<file path="config.mk">
export PLATFORM = sky130hd
export DESIGN_NAME = mux_sel_arbiter_flat
export DESIGN_NICKNAME = d
export VERILOG_FILES = /design/src/rtl/mux_sel_arbiter_pkg.sv /design/src/rtl/mux_sel_arbiter_if.sv /design/src/rtl/mux_sel_arbiter_hold_counter.sv /design/src/rtl/mux_sel_arbiter.sv /design/src/flat_wrapper.sv
export SDC_FILE = /design/constraint.sdc
export NUM_CORES = 1
export LEC_CHECK = 0
export CORE_AREA = 3 3 40 42
export DETAILED_ROUTE_END_ITERATION = 8
export DIE_AREA = 0 0 43 45
export HOLD_SLACK_MARGIN = 0.06
export PLACE_DENSITY = 0.81
export SLEW_MARGIN = 20
export SYNTH_ARGS = -nofsm -noshare
export SYNTH_HDL_FRONTEND = slang
export SYNTH_HIERARCHICAL = 1
export SYNTH_SLANG_ARGS = --single-unit
export TNS_END_PERCENT = 5
</file>
<file path="constraint.sdc">
create_clock -name clk -period 6 [get_ports clk]
set_input_delay 1.2 -clock clk [delete_from_list [all_inputs] [get_ports clk]]
set_output_delay 1.2 -clock clk [all_outputs]
set_load 0.1 [all_outputs]
</file>
<file path="src/rtl/mux_sel_arbiter_pkg.sv">
// Shared encodings for the mux select arbiter: FSM states and mux select values.
package mux_sel_arbiter_pkg;

    typedef enum logic [1:0] {
        StIdle = 2'd0,
        StGntA = 2'd1,
        StGntB = 2'd2
    } state_e;

    localparam logic SelA = 1'b0;
    localparam logic SelB = 1'b1;

    // Select value implied by a state; idle keeps whatever the mux was last pointed at.
    function automatic logic sel_of(input state_e st, input logic held);
        logic sel;
        case (st)
            StGntA:  sel = SelA;
            StGntB:  sel = SelB;
            default: sel = held;
        endcase
        return sel;
    endfunction

endpackage

</file>
<file path="src/rtl/mux_sel_arbiter_if.sv">
// Request/grant/select bundle between two requesters and the mux select arbiter.
interface mux_sel_arbiter_if;
    logic reqA;
    logic reqB;
    logic S;
    logic grantA;
    logic grantB;
    logic switch;

    modport master (
        output reqA,
        output reqB,
        input  S,
        input  grantA,
        input  grantB,
        input  switch
    );

    modport slave (
        input  reqA,
        input  reqB,
        output S,
        output grantA,
        output grantB,
        output switch
    );
endinterface

</file>
<file path="src/rtl/mux_sel_arbiter_hold_counter.sv">
// Dwell counter: counts cycles the waiting side has been kept off the mux, saturating at HOLD_MAX-1.
module hold_counter #(
    parameter int unsigned CNT_W    = 3,
    parameter int unsigned HOLD_MAX = 4
) (
    input  logic             clk,
    input  logic             rst,
    input  logic             clr,
    input  logic             en,
    output logic [CNT_W-1:0] cnt,
    output logic             at_max
);

    localparam logic [CNT_W-1:0] CntMax = CNT_W'(HOLD_MAX - 1);

    logic [CNT_W-1:0] cnt_q;

    always_ff @(posedge clk) begin
        if (rst || clr) begin
            cnt_q <= '0;
        end else if (en && !at_max) begin
            cnt_q <= cnt_q + 1'b1;
        end
    end

    assign cnt    = cnt_q;
    assign at_max = (cnt_q == CntMax);

endmodule

</file>
<file path="src/rtl/mux_sel_arbiter.sv">
// Two-requester round-robin arbiter driving a 2:1 mux select, with a bounded dwell
// while the other side waits.
module mux_sel_arbiter
    import mux_sel_arbiter_pkg::*;
#(
    parameter int unsigned HOLD_MAX = 4,
    parameter int unsigned CNT_W    = 3
) (
    input logic             clk,
    input logic             rst,
    mux_sel_arbiter_if.slave bus
);

    localparam logic [CNT_W-1:0] CntMax = CNT_W'(HOLD_MAX - 1);

    state_e           state_q, state_d;
    logic             prio_b_q, prio_b_d;  // 1: B wins a simultaneous request from idle
    logic             s_q, s_d;
    logic             switch_q;
    logic             other_req;
    logic             cnt_clr;
    logic [CNT_W-1:0] cnt;
    logic             at_max;

    always_comb begin
        state_d   = state_q;
        prio_b_d  = prio_b_q;
        other_req = 1'b0;
        unique case (state_q)
            StIdle: begin
                if (bus.reqA && bus.reqB) state_d = prio_b_q ? StGntB : StGntA;
                else if (bus.reqA)        state_d = StGntA;
                else if (bus.reqB)        state_d = StGntB;
            end
            StGntA: begin
                other_req = bus.reqB;
                if (!bus.reqA)                state_d = bus.reqB ? StGntB : StIdle;
                else if (bus.reqB && at_max)  state_d = StGntB;
            end
            StGntB: begin
                other_req = bus.reqA;
                if (!bus.reqB)                state_d = bus.reqA ? StGntA : StIdle;
                else if (bus.reqA && at_max)  state_d = StGntA;
            end
            default: state_d = StIdle;
        endcase

        // Every grant entry hands priority to the side that just lost.
        if (state_d != state_q && state_d != StIdle) begin
            prio_b_d = (state_d == StGntA);
        end

        cnt_clr = (state_d != state_q) || (state_q == StIdle) || !other_req;
        s_d     = sel_of(state_d, s_q);
    end

    always_ff @(posedge clk) begin
        if (rst) begin
            state_q  <= StIdle;
            prio_b_q <= 1'b0;
            s_q      <= SelA;
            switch_q <= 1'b0;
        end else begin
            state_q  <= state_d;
            prio_b_q <= prio_b_d;
            s_q      <= s_d;
            switch_q <= (s_d != s_q);
        end
    end

    hold_counter #(
        .CNT_W    (CNT_W),
        .HOLD_MAX (HOLD_MAX)
    ) u_hold_counter (
        .clk    (clk),
        .rst    (rst),
        .clr    (cnt_clr),
        .en     (other_req),
        .cnt    (cnt),
        .at_max (at_max)
    );

    always_ff @(posedge clk) begin
        if (!rst) begin
            assert (cnt <= CntMax);
        end
    end

    assign bus.S      = s_q;
    assign bus.grantA = (state_q == StGntA);
    assign bus.grantB = (state_q == StGntB);
    assign bus.switch = switch_q;

endmodule

</file>
<file path="src/flat_wrapper.sv">
// flat-port wrapper written by rule: the top's interface ports become plain ports
module mux_sel_arbiter_flat import mux_sel_arbiter_pkg::*;
#(
    parameter int unsigned HOLD_MAX = 4,
    parameter int unsigned CNT_W    = 3
)
  (clk, rst, bus_reqA, bus_reqB, bus_S, bus_grantA, bus_grantB, bus_switch);
  mux_sel_arbiter_if bus_i ();
  input logic clk;
  input logic rst;
  input wire logic [$bits(bus_i.reqA)-1:0] bus_reqA;
  input wire logic [$bits(bus_i.reqB)-1:0] bus_reqB;
  output wire logic [$bits(bus_i.S)-1:0] bus_S;
  output wire logic [$bits(bus_i.grantA)-1:0] bus_grantA;
  output wire logic [$bits(bus_i.grantB)-1:0] bus_grantB;
  output wire logic [$bits(bus_i.switch)-1:0] bus_switch;
  assign bus_i.reqA = bus_reqA;
  assign bus_i.reqB = bus_reqB;
  assign bus_S = bus_i.S;
  assign bus_grantA = bus_i.grantA;
  assign bus_grantB = bus_i.grantB;
  assign bus_switch = bus_i.switch;
  mux_sel_arbiter #(.HOLD_MAX(HOLD_MAX), .CNT_W(CNT_W)) u_core (.clk(clk), .rst(rst), .bus(bus_i));
endmodule
</file>
Word-level counts from Yosys, hierarchy flattened
Cells that the tools add are included.
{"block": "op_classes", "add_sub_neg": 1, "eq_ne": 7, "n_mux": 13, "n_reduce_logical": 12}
{"operator": "$mux 2", "count": 9}
{"operator": "$pmux 2 s3", "count": 1}
{"operator": "$logic_and 1x1->1", "count": 5}
{"operator": "$eq 2x1->1 const B", "count": 2}
{"operator": "$eq 2x2->1 const B", "count": 2}
{"operator": "$pmux 1 s2", "count": 2}
{"operator": "$add 3x1->3 const B", "count": 1}
{"operator": "$eq 3x2->1 const B", "count": 1}
{"operator": "$logic_or 1x1->1", "count": 3}
{"operator": "$logic_not 1->1", "count": 2}
{"operator": "$logic_not 2->1", "count": 1}
{"operator": "$ne 2x2->1", "count": 1}
{"operator": "$reduce_bool 2->1", "count": 1}
{"operator": "$mux 1", "count": 1}
{"operator": "$ne 1x1->1", "count": 1}
{"block": "word_totals", "regBits": 8, "in_bits": 4, "output_inout_bits": 4, "wordCells": 38}

Depth between registers and ports, before layout
Gate-level depths: netlist of the first run.
{"block": "logic_depth", "word_depth": 9, "mapped_depth": 10, "depth_no_buf": 10}

Modules after synthesis
Netlist of the first run, hierarchy kept.
{"module": "mux_sel_arbiter", "instances": 1, "cells_per_inst": 73, "area_each_um2": 555.5, "seq_area_each_um2": 100.1}
{"module": "hold_counter", "instances": 1, "cells_per_inst": 13, "area_each_um2": 152.6, "seq_area_each_um2": 60.1}

Least setup slack after synthesis of the first run
No wires, ideal clock.
{"block": "synth_path", "kind": "register to register", "start": "register u_core.state_q[0]", "end": "register u_core.s_q, in the netlist u_core/bus.S", "setup_time_ns": 0.118, "t_arrival_ns": 2.670, "t_required_ns": 5.882, "path_slack_ns": 3.212, "stages_incl_launch_ff": 9, "n_path_buf": 0, "period_less_slack_ns": 2.788, "path_cell_list": "dfxtp_1 > ha_1 > nand3b_1 > a311oi_2 > a31oi_1 > a21o_1 > ha_1 > mux2i_1 > nor2_1"}
{"block": "synth_between", "elab_cells_between_ends": 14, "classes_between": "4 x eq/ne; 9 x mux; 1 x reduce/logical"}
{"element": "start: declaration", "line": "mux_sel_arbiter.sv:16", "source": "state_e state_q, state_d;"}
{"element": "start signal: assignment", "line": "mux_sel_arbiter.sv:59", "source": "state_q <= StIdle;"}
{"element": "start signal: assignment", "line": "mux_sel_arbiter.sv:64", "source": "state_q <= state_d;"}
{"element": "$eq 2x1->1 *"}
{"element": "named net bus_grantA", "line": "flat_wrapper.sv:14", "source": "output wire logic [$bits(bus_i.grantA)-1:0] bus_grantA;"}
{"element": "$pmux 2 s3 *", "line": "mux_sel_arbiter.sv:29", "source": "unique case (state_q)"}
{"element": "$eq 2x2->1 / $eq 2x1->1 (equally long branches)", "line": "mux_sel_arbiter_pkg.sv:16", "source": "case (st)"}
{"element": "$pmux 1 s2 *", "line": "mux_sel_arbiter_pkg.sv:16"}
{"element": "end signal: assignment", "line": "mux_sel_arbiter.sv:61", "source": "s_q <= SelA;"}
{"element": "end: declaration", "line": "mux_sel_arbiter.sv:18", "source": "logic s_q, s_d;"}
The timed path passes the listed nets; every way through them passes the cells marked *.
A chain may end at the register's enable or synchronous reset.

Worst setup path after layout of the first run
{"block": "layout_path", "start": "register u_core.state_q[0]", "end": "output bus_grantA"}
{"block": "layout_between", "elab_chain_cells": 1}
{"element": "$eq 2x1->1", "line": "mux_sel_arbiter.sv:90", "source": "assign bus.grantA = (state_q == StGntA);"}
{"element": "end: declaration", "line": "flat_wrapper.sv:14"}
No other way between the ends.

==> flow_summary.yaml, run 1 <==
grt:
  grt_overflow: 0
  grt_start_max_net_pins: 13
  antenna_found_initial: 0
  grt_pass1_vias: 533
  grtUsageTotal_pct: 14.33
  grt_pass1_wl_um: 2173
finish:
  fill_cells: 120
  final_nets: 109
  regArea_um2: 160.2
  multi_input_area_um2: 505.5
  utilization_pct: 62.80
  layout-drive-gt1-share_pct: 10.64
  design_area_um2: 807.0
  synthToLayoutAreaGrowth_pct: 13.96
  antenna_cells: 0
route:
  wl_um: 1288
  first_iter_violations: 13
  post_drt_wl_per_cell_um: 11.82
  drc: 0
  vias: 622
  viasPerCell: 5.706
  ant_nets: 0
  drt_first_pass_iters: 4
clock_tree:
  clkSlewWorstSetupHoldPaths_ns: 0.05
  cts.path.max_buffers: 2
  htree_levels: 1
  ctsHoldBuffers: 0
  clkLatencyLatePin_ns: 0.25
  numCtsBuffers: 3
  clock_sinks: 8
  cts_setup_buffers: 0
  clockRootBuffer: "clkbuf_4"
  ctsResizeCount: 0
  cts_tree: "built"
floorplanning:
  num_rows: 13
  die_h_um: 45
  core_area_um2: 1285
  die_w_um: 43
  ios: 8
  start_util_pct: 55.11
  die_area_um2: 1935
timing:
  finalMaxSlewViolations: 0
  worstMarginPinSlew_ns: 0.9655
  setup_violations: 0
  skew_ns: 0.002727
  fin_crit_sh_pct: 58.11
  hold_violations: 0
  clock.fmax_mhz: 286.8
  slew_headroom_pct: 35.43
  fin_crit_ns: 3.486
  tns_ns: 0
  rsz0062_at_grt: "no"
worst_setup_path:
  crit_type: "reg -> out"
  cpPeakStageDelay_ns: 1.18
  crit_required_ns: 4.80
  crit_path_start_kind: "register"
  cp_slowest_cell: "clkdlybuf4s50_1"
  crit_path_end_kind: "output pin"
  cp.arrival_ns: 2.29
  crit_fanout: 10
  crit_chain: "ha_1, clkdlybuf4s50_1"
  path_buf_inv: 1
  crit_family: "buffers and inverters"
power:
  powerDensity_nw_per_um2: 290.0
  ir_drop_mv: 0.1870
  leakage_nw: 0.3222
  total_power_mw: 0.2340
yosys:
  synth_nets: 99
  synth.area.top_cells: "dfxtp_1, ha_1, nand2_1, mux2i_1, a311oi_2"
  synthAdderAreaFrac_pct: 15.90
  synthXorXnorAreaFrac_pct: 2.473
  postSynth.asyncResetShare_pct: 0
  synth-compound-area-share_pct: 24.20
  ys_ff_latch: 8
  muxShareOfSynthArea_pct: 4.240
  synth.distinct_cells: 30
  synth_top_family_by_area: "simple AND/OR/NAND/NOR gates"
  syn_area_per_cell_um2: 8.235
  synthTopCellsByCount: "nand2_1, ha_1, dfxtp_1, inv_1, nor2_1"
  ys_seq_area_share_pct: 22.61
  mappedNetlistArea_um2: 708.2
  synth_area_leader_cell: "dfxtp_1"
  netlist.area_leader.share_pct: 22.61
  synthSimpleGateAreaFrac_pct: 24.56
  ys.flop_type: "dfxtp_1"
  synth_most_common_cell: "nand2_1"
  yosysWarnings: 6
  netlist_instances: 86
  synth_enable_flop_cells: 0
run_status:
  status: "complete, no violations"
hold_path:
  hp-class: "reg -> reg"
run:
  maxCapViolations: 0
placed_design:
  place_congestion: 0.8705
  placed_cell_area_um2: 784.5
  io_buffers: 7
  detailed_place_hpwl_um: 1012
==> state kept, by name, summed over array words and instances (netlist names) <==
signal                     cells
u_core/bus.switch              1
u_core/prio_b_q                1
u_core/state_q                 2
u_core/u_hold_counter/cnt      3
u_core/bus.S                   1
==> through the flow <==
step	std cells	hold WS, ns	setup WS [ns]
2_1_floorplan	86	0.4594	3.212
5_1_grt	109	0.5497	2.423
3_3_place_gp	106	0.4840	2.777
3_5_place_dp	106	0.4994	2.783
6_report	109	0.4992	2.514
4_1_cts	109	0.5045	2.507
==> cell usage in the layout, fill, tap and decap left out, drive strengths merged <==
master         instances
a311oi                 2
and3                   1
mux2i                  3
a2111oi                1
xnor2                  2
o21ai                  3
nor3b                  1
nor3                   3
dfxtp                  8
clkbuf                 3
nor2b                  2
nand2b                 5
nand2                 10
a32oi                  2
inv                    8
nand3b                 2
o31ai                  1
ha                     9
a21boi                 1
a31oi                  2
a21o                   2
clkdlybuf4s50          7
nand3                  2
a22o                   1
a21oi                  4
nor2                   7
o32ai                  2
==> tightest hold or removal path, cell delays in order (launching register included) <==
cell	delay, ns
dfxtp_1	0.32
nand2b_1	0.07
mux2i_1	0.06
==> kinds of logic after synthesis <==
family	count (synthesis)
simple gates	33
compound gates	21
buf+inv	10
fa+ha+maj	9
flops	8
mux	3
xor+xnor	2
==> power by group <==
group	switching (mW)	internal, mW	leakage (nW)	total (mW)
combinational	0.0814	0.0451	0.243	0.127
sequential	0.00798	0.0594	0.0651	0.0673
clock	0.0173	0.0228	0.0138	0.0401
total	0.107	0.127	0.322	0.234
==> area by class of cell <==
cell class	count	share of cell area, %
multi-input combinational	68	62.64
sequential	8	19.85
timing repair buffer	7	8.682
inverter	8	3.721
clock buffer	3	2.791
tap	15	2.326
==> path summary, 6_finish.rpt <==
path                                                  start                      endpoint  slack (ns)  cells after the start
setup / recovery               u_core/state_q[0]$_SDFF_PP0_                    bus_grantA        2.51                      2
hold reg to reg                u_core/prio_b_q$_SDFFE_PP0P_  u_core/prio_b_q$_SDFFE_PP0P_        0.50                      2
hold / removal                 u_core/prio_b_q$_SDFFE_PP0P_  u_core/prio_b_q$_SDFFE_PP0P_        0.50                      2
setup reg to reg  u_core/u_hold_counter/cnt[0]$_SDFFE_PP0P_       u_core/bus.S$_SDFF_PP0_        3.72                      9
==> per-layer routing <==
layer	track usage [%]	up-vias	share of wire, %
li1	-	326	-
met1	19.81	287	48
met2	22.46	9	48
met3	3.586	0	3.7
met4	3.614	0	0
met5	0	-	0
Note: power is estimated with default switching activity, not from simulation.
==> run 2, diff against run 1 <==
--- a/config.mk
+++ b/config.mk
@@ -5,11 +5,11 @@
 export SDC_FILE = /design/constraint.sdc
 export NUM_CORES = 1
 export LEC_CHECK = 0
-export CORE_AREA = 3 3 40 42
+export CORE_MARGIN = 3
+export CORE_UTILIZATION = 48
 export DETAILED_ROUTE_END_ITERATION = 8
-export DIE_AREA = 0 0 43 45
 export HOLD_SLACK_MARGIN = 0.06
-export PLACE_DENSITY = 0.81
+export PLACE_DENSITY = 0.78
 export SLEW_MARGIN = 20
 export SYNTH_ARGS = -nofsm -noshare
 export SYNTH_HDL_FRONTEND = slang
==> constraint.sdc (replaced) <==
create_clock -name clk -period 3.1 [get_ports clk]
set_input_delay 0.62 -clock clk [delete_from_list [all_inputs] [get_ports clk]]
set_output_delay 0.62 -clock clk [all_outputs]
set_load 0.1 [all_outputs]
==> run 2 against run 1 <==
Non-clock buffer count did not move. Flip-flop and latch count did not move. Core utilization fell by 3.8 points. Sequential share of layout area is 0.25 points higher. Clock skew shrank 0.0023 ns.
==> flow_summary.yaml, run 2 (synthesized netlist as in run 1, its figures left out) <==
timing:
  setup_violations: 0
  finalMaxSlewViolations: 0
  skew_ns: 0.0004614
  rsz0062_at_grt: "no"
  hold_violations: 0
  slew_headroom_pct: 71.94
  fin_crit_ns: 2.372
  tns_ns: 0
  fin_crit_sh_pct: 76.51
  clock.fmax_mhz: 421.6
  worstMarginPinSlew_ns: 0.4196
grt:
  grt_start_max_net_pins: 13
  antenna_found_initial: 0
  grt_pass1_vias: 582
  grt_overflow: 0
  grt_pass1_wl_um: 2304
  grtUsageTotal_pct: 15.79
finish:
  antenna_cells: 0
  largestRegisters: "u_core/u_hold_counter/cnt x3, u_core/state_q x2"
  layout_common_cells: "nand2_1, ha_1, inv_1, dfxtp_1, nor2_1"
  largest_reg_flops: 3
  layout-drive-gt1-share_pct: 14.89
  fill_cells: 132
  design_area_um2: 797.0
  final_nets: 109
  regArea_um2: 160.2
  synthToLayoutAreaGrowth_pct: 12.54
  utilization_pct: 59.04
  layout_commonest_cell: "nand2_1"
  multi_input_area_um2: 505.5
  regMostFlops: "u_core/u_hold_counter/cnt"
clock_tree:
  clockRootBuffer: "clkbuf_4"
  cts_setup_buffers: 0
  htree_levels: 1
  numCtsBuffers: 3
  ctsHoldBuffers: 0
  clkLatencyLatePin_ns: 0.24
  clock_sinks: 8
  ctsResizeCount: 0
  clkSlewWorstSetupHoldPaths_ns: 0.05
  cts_tree: "built"
  cts.path.max_buffers: 2
worst_setup_path:
  path_buf_inv: 2
  crit_path_start_kind: "input port"
  crit_path_end_kind: "register"
  crit_required_ns: 3.23
  rr_startpoint: "u_core/u_hold_counter/cnt[0]$_SDFFE_PP0P_"
  cp.arrival_ns: 2.50
  cpPeakStageDelay_ns: 0.68
  crit_chain: "clkdlybuf4s50_1, nand2b_2, a22o_1, nand3_1, a21o_1, inv_1, ha_1, mux2i_1, nor2_1"
  crit_family: "buffers and inverters"
  crit_fanout: 10
  crit_type: "in -> reg"
  cp_slowest_cell: "clkdlybuf4s50_1"
  cp-startpoint: "bus_reqA"
power:
  powerDensity_nw_per_um2: 566.6
  leakage_nw: 0.3296
  p_comb_share_pct: 54.4
  ir_drop_mv: 0.3092
  pwr-share-clk_pct: 16.8
  seq_power_share_pct: 28.8
  sw_frac_of_total_pct: 46.11
  intPower_mw: 0.2434
  net-switching-power_mw: 0.2082
route:
  vias: 647
  ant_nets: 0
  post_drt_wl_per_cell_um: 12.71
  drc: 0
  first_iter_violations: 28
  wl_um: 1385
  viasPerCell: 5.936
  drt_first_pass_iters: 4
placed_design:
  io_buffers: 7
  placed_cell_area_um2: 774.5
  detailed_place_hpwl_um: 1055
  place_congestion: 0.8776
floorplanning:
  ios: 8
  die_w_um: 44.41
  core_area_um2: 1350
  die_area_um2: 1972
  num_rows: 13
  die_h_um: 44.41
  start_util_pct: 52.46
hold_path:
  hp-class: "reg -> reg"
  hold_start: "u_core/prio_b_q$_SDFFE_PP0P_"
run_status:
  status: "complete, no violations"
run:
  maxCapViolations: 0
-- run 2: changes by cell type in the layout (fill, tap and decap cells not counted) --
| cell | previous run | this run |
|---|---|---|
| buf_4 | 0 | 4 |
| clkdlybuf4s50_1 | 7 | 3 |
-- run 2: worst paths after layout --
check	endpoint	slack [ns]	cells past startpoint
worst max register to register	u_core/bus.S$_SDFF_PP0_	0.83	9
worst min-delay path	u_core/prio_b_q$_SDFFE_PP0P_	0.50	2
worst max-delay path	u_core/bus.S$_SDFF_PP0_	0.73	9
worst min register to register	u_core/prio_b_q$_SDFFE_PP0P_	0.50	2
-- run 2: worst reg2reg max path: stages, from the launching register on --
cell and delay [ns]:
dfxtp_1 0.32, ha_1 0.20, ha_1 0.27, nand3b_1 0.21, a311oi_2 0.29, a31oi_1 0.09
a21o_1 0.23, ha_1 0.32, mux2i_1 0.18, nor2_1 0.05
-- run 2: power by group through the flow --
stage	Combinational [mW]	Sequential [mW]	Clock (mW)
after floorplan	0.173	0.158	0
after global placement	0.240	0.132	0
after detailed placement	0.243	0.132	0
after CTS	0.243	0.130	0.0821
after global routing	0.266	0.132	0.0849
final	0.246	0.130	0.0760
-- run 2: area by class of cell --
type                    instances  area share (%)
clock buffers                   3           2.826
well taps                      15           2.355
flip-flops and latches          8           20.09
inverters                       8           3.768
multi-input cells              68           63.42
repair buffers                  7           7.535
-- run 2: per-layer routing --
layer	routed length (um)	global-route usage, %	up-vias
met5	0	0	-
met4	17	13.86	0
met3	92	1.220	4
met2	655	26.74	30
met1	619	17.49	288
li1	-	-	325
-- run 2: through the flow --
step | total power [mW] | hold WS (ns) | setup WS (ns) | instances
3_5_place_dp | 0.3747 | 0.4947 | 0.4969 | 106
6_report | 0.4516 | 0.4989 | 0.7283 | 109
5_1_grt | 0.4835 | 0.5329 | 0.5519 | 109
4_1_cts | 0.4553 | 0.5027 | 0.7564 | 109
2_1_floorplan | 0.3311 | 0.4594 | 0.3122 | 86
3_3_place_gp | 0.3718 | 0.4854 | 0.5493 | 106
==> run 3, diff against run 2 <==
==> constraint.sdc (replaced) <==
create_clock -name clk -period 1.95 [get_ports clk]
set_input_delay 0.39 -clock clk [delete_from_list [all_inputs] [get_ports clk]]
set_output_delay 0.39 -clock clk [all_outputs]
set_load 0.1 [all_outputs]
==> run 3 against run 2 <==
The run now ends with negative setup slack left. Clock-buffer cell count rose by 1. Worst hold slack improved by 0.042 ns. Routed wire length rose by 42%. Sequential share of layout area fell by 4.8 points. Design area rose by 38%. Flip-flop and latch count did not move. Combinational power rose by 130%. Via count rose by 22%. Clock power rose by 83%. Core utilization rose by 22 points. Critical endpoint is now u_core/prio_b_q$_SDFFE_PP0P_. Largest power group unchanged.
==> flow_summary.yaml, run 3 (synthesized netlist as in run 1, its figures left out) <==
finish:
  antenna_cells: 0
  final_nets: 134
  layout_common_cells: "buf_4, nand2_1, inv_1, nor2_1, ha_4"
  utilization_pct: 81.28
  synthToLayoutAreaGrowth_pct: 54.95
  layout_commonest_cell: "buf_4"
  regMostFlops: "u_core/u_hold_counter/cnt"
  layout.cells.non_filler: 135
  largest_reg_flops: 3
  layout-drive-gt1-share_pct: 43.33
  largestRegisters: "u_core/u_hold_counter/cnt x3, u_core/state_q x2"
run_status:
  violations: "negative setup slack"
  status: "finished with violations"
worst_setup_path:
  path_buf_inv: 1
  crit_type: "reg -> reg"
  crit_fanout: 4
  crit_family: "compound AO/OA/AOI/OAI gates"
  crit_required_ns: 2.09
  cp.arrival_ns: 2.23
  crit_path_start_kind: "register"
  reg2regPathDepth: 10
  crit_path_end_kind: "register"
  r2r_end: "u_core/prio_b_q$_SDFFE_PP0P_"
  cp_slowest_cell: "dfxtp_2"
  worst_path_most_repeated_cell: "ha_4"
  cpPeakStageDelay_ns: 0.34
  rr_startpoint: "u_core/u_hold_counter/cnt[0]$_SDFFE_PP0P_"
  worst-r2r-setup-slack_ns: -0.13
  crit_chain: "ha_4, ha_4, nand3b_1, a311oi_2, a31oi_1, a21o_1, ha_1, inv_1, o31ai_2, mux2i_1"
floorplanning:
  start_util_pct: 52.46
  num_rows: 13
  core_area_um2: 1350
  die_h_um: 44.41
  ios: 8
  die_w_um: 44.41
  die_area_um2: 1972
route:
  ant_nets: 0
  drt_first_pass_iters: 4
  viasPerCell: 5.837
  post_drt_wl_per_cell_um: 14.61
  vias: 788
  first_iter_violations: 26
  wl_um: 1973
  drc: 0
timing:
  slew_headroom_pct: 74.97
  fin_crit_sh_pct: 106.8
  skew_ns: 0.002730
  worst_slack_ns: -0.1332
  clock.fmax_mhz: 480.0
  hold_violations: 0
  fin_crit_ns: 2.083
  setup_violations: 4
  finalMaxSlewViolations: 0
  rsz0062_at_grt: "yes"
  worstMarginPinSlew_ns: 0.3743
placed_design:
  detailed_place_hpwl_um: 1448
  io_buffers: 7
  place_inst: 130
  place_congestion: 0.8555
  pre_cts_slack_ns: -0.3853
hold_path:
  min_path_cells: 2
  hold_start: "u_core/prio_b_q$_SDFFE_PP0P_"
  hold_end: "u_core/prio_b_q$_SDFFE_PP0P_"
  hp-class: "reg -> reg"
grt:
  grt_pass1_vias: 867
  grt_overflow: 0
  grt_start_max_net_pins: 11
  grt_pass1_wl_um: 3560
  antenna_found_initial: 0
  grtUsageTotal_pct: 24.62
power:
  pwr-share-clk_pct: 15.3
  intPower_mw: 0.5077
  ir_drop_mv: 0.7886
  net-switching-power_mw: 0.3965
  sw_frac_of_total_pct: 43.85
  seq_power_share_pct: 23.1
  p_comb_share_pct: 61.6
  powerDensity_nw_per_um2: 824.0
  leakage_nw: 0.4717
clock_tree:
  cts.path.max_buffers: 2
  htree_levels: 1
  clockRootBuffer: "clkbuf_4"
  cts_tree: "built"
  clkSlewWorstSetupHoldPaths_ns: 0.06
  clock_sinks: 8
  numCtsBuffers: 3
  clkLatencyLatePin_ns: 0.26
run:
  maxCapViolations: 0
## run 3: cell types whose count changed in the layout (fill, tap and decap cells not counted), moves of 2 or more
cell / previous run / this run
dfxtp_1: 8 / 4
dfxtp_2: 0 / 3
ha_1: 9 / 4
inv_1: 8 / 6
buf_4: 4 / 27
buf_12: 0 / 2
ha_4: 0 / 5
## run 3: metrics by stage
| stage | power [mW] | TNS, ns | hold slack, ns | instance area (um2) |
|---|---|---|---|---|
| 6_report | 0.9042 | -0.3293 | 0.5412 | 1097 |
| 5_1_grt | 0.9671 | -0.9702 | 0.5501 | 1097 |
| 4_1_cts | 0.8971 | -0.1799 | 0.5316 | 1095 |
| 3_5_place_dp | 0.7387 | -1.764 | 0.5238 | 1025 |
| 3_3_place_gp | 0.7227 | -1.437 | 0.4968 | 1025 |
| 2_1_floorplan | 0.5659 | -0.3520 | 0.4527 | 753.2 |
## run 3: worst max path at each step
stage / startpoint / end / slack [ns] / depth (start not counted)
final: u_core/u_hold_counter/cnt[0]$_SDFFE_PP0P_ / u_core/prio_b_q$_SDFFE_PP0P_ / -0.13 / 10
after global routing: u_core/u_hold_counter/cnt[0]$_SDFFE_PP0P_ / u_core/bus.S$_SDFF_PP0_ / -0.25 / 9
after global placement: bus_reqA / u_core/bus.S$_SDFF_PP0_ / -0.32 / 8
after detailed placement: bus_reqA / u_core/bus.S$_SDFF_PP0_ / -0.39 / 8
after CTS: u_core/u_hold_counter/cnt[0]$_SDFFE_PP0P_ / u_core/bus.S$_SDFF_PP0_ / -0.1 / 9
after floorplan: u_core/state_q[1]$_SDFF_PP0_ / u_core/bus.S$_SDFF_PP0_ / -0.17 / 9
## run 3: final cells by class
| type | count | area, um2 |
|---|---|---|
| multi-input cells | 68 | 576.8 |
| inverters | 8 | 32.53 |
| flip-flops and latches | 8 | 167.7 |
| repair buffers | 32 | 275.3 |
| clock buffers | 4 | 26.28 |
| fillers | 84 | 252.7 |
| well taps | 15 | 18.77 |
## run 3: what timing repair did
item | in CTS | in global routing
resized for setup | 8 | 2
hold buffers | 0 | 0
pin swaps | 5 | 0
setup buffers | 1 | 0
endpoints found under the setup margin | 6 | 6
gates cloned | 0 | 0
## run 3: worst reg2reg max path: cells and delay by family (launching register included)
kind / cells / cell delay, ns
compound gates: 4 / 0.70
fa+ha+maj: 3 / 0.57
buf+inv: 1 / 0.08
flops: 1 / 0.34
mux: 1 / 0.13
simple gates: 1 / 0.17
## run 3: layer usage
metal  vias up  GRT usage (%)  share of wire [%]
li1        373              -                  -
met1       362          24.57                 39
met2        40          41.86                 49
met3        13          4.472                6.3
met4         0          24.10                5.7
met5         -              0                  0
## run 3: power groups by stage
stage	registers (mW)	clock network, mW	logic [mW]
after detailed placement	0.212	0	0.527
after global placement	0.210	0	0.513
final	0.209	0.139	0.557
after global routing	0.211	0.150	0.606
after floorplan	0.258	0	0.308
after CTS	0.208	0.145	0.544
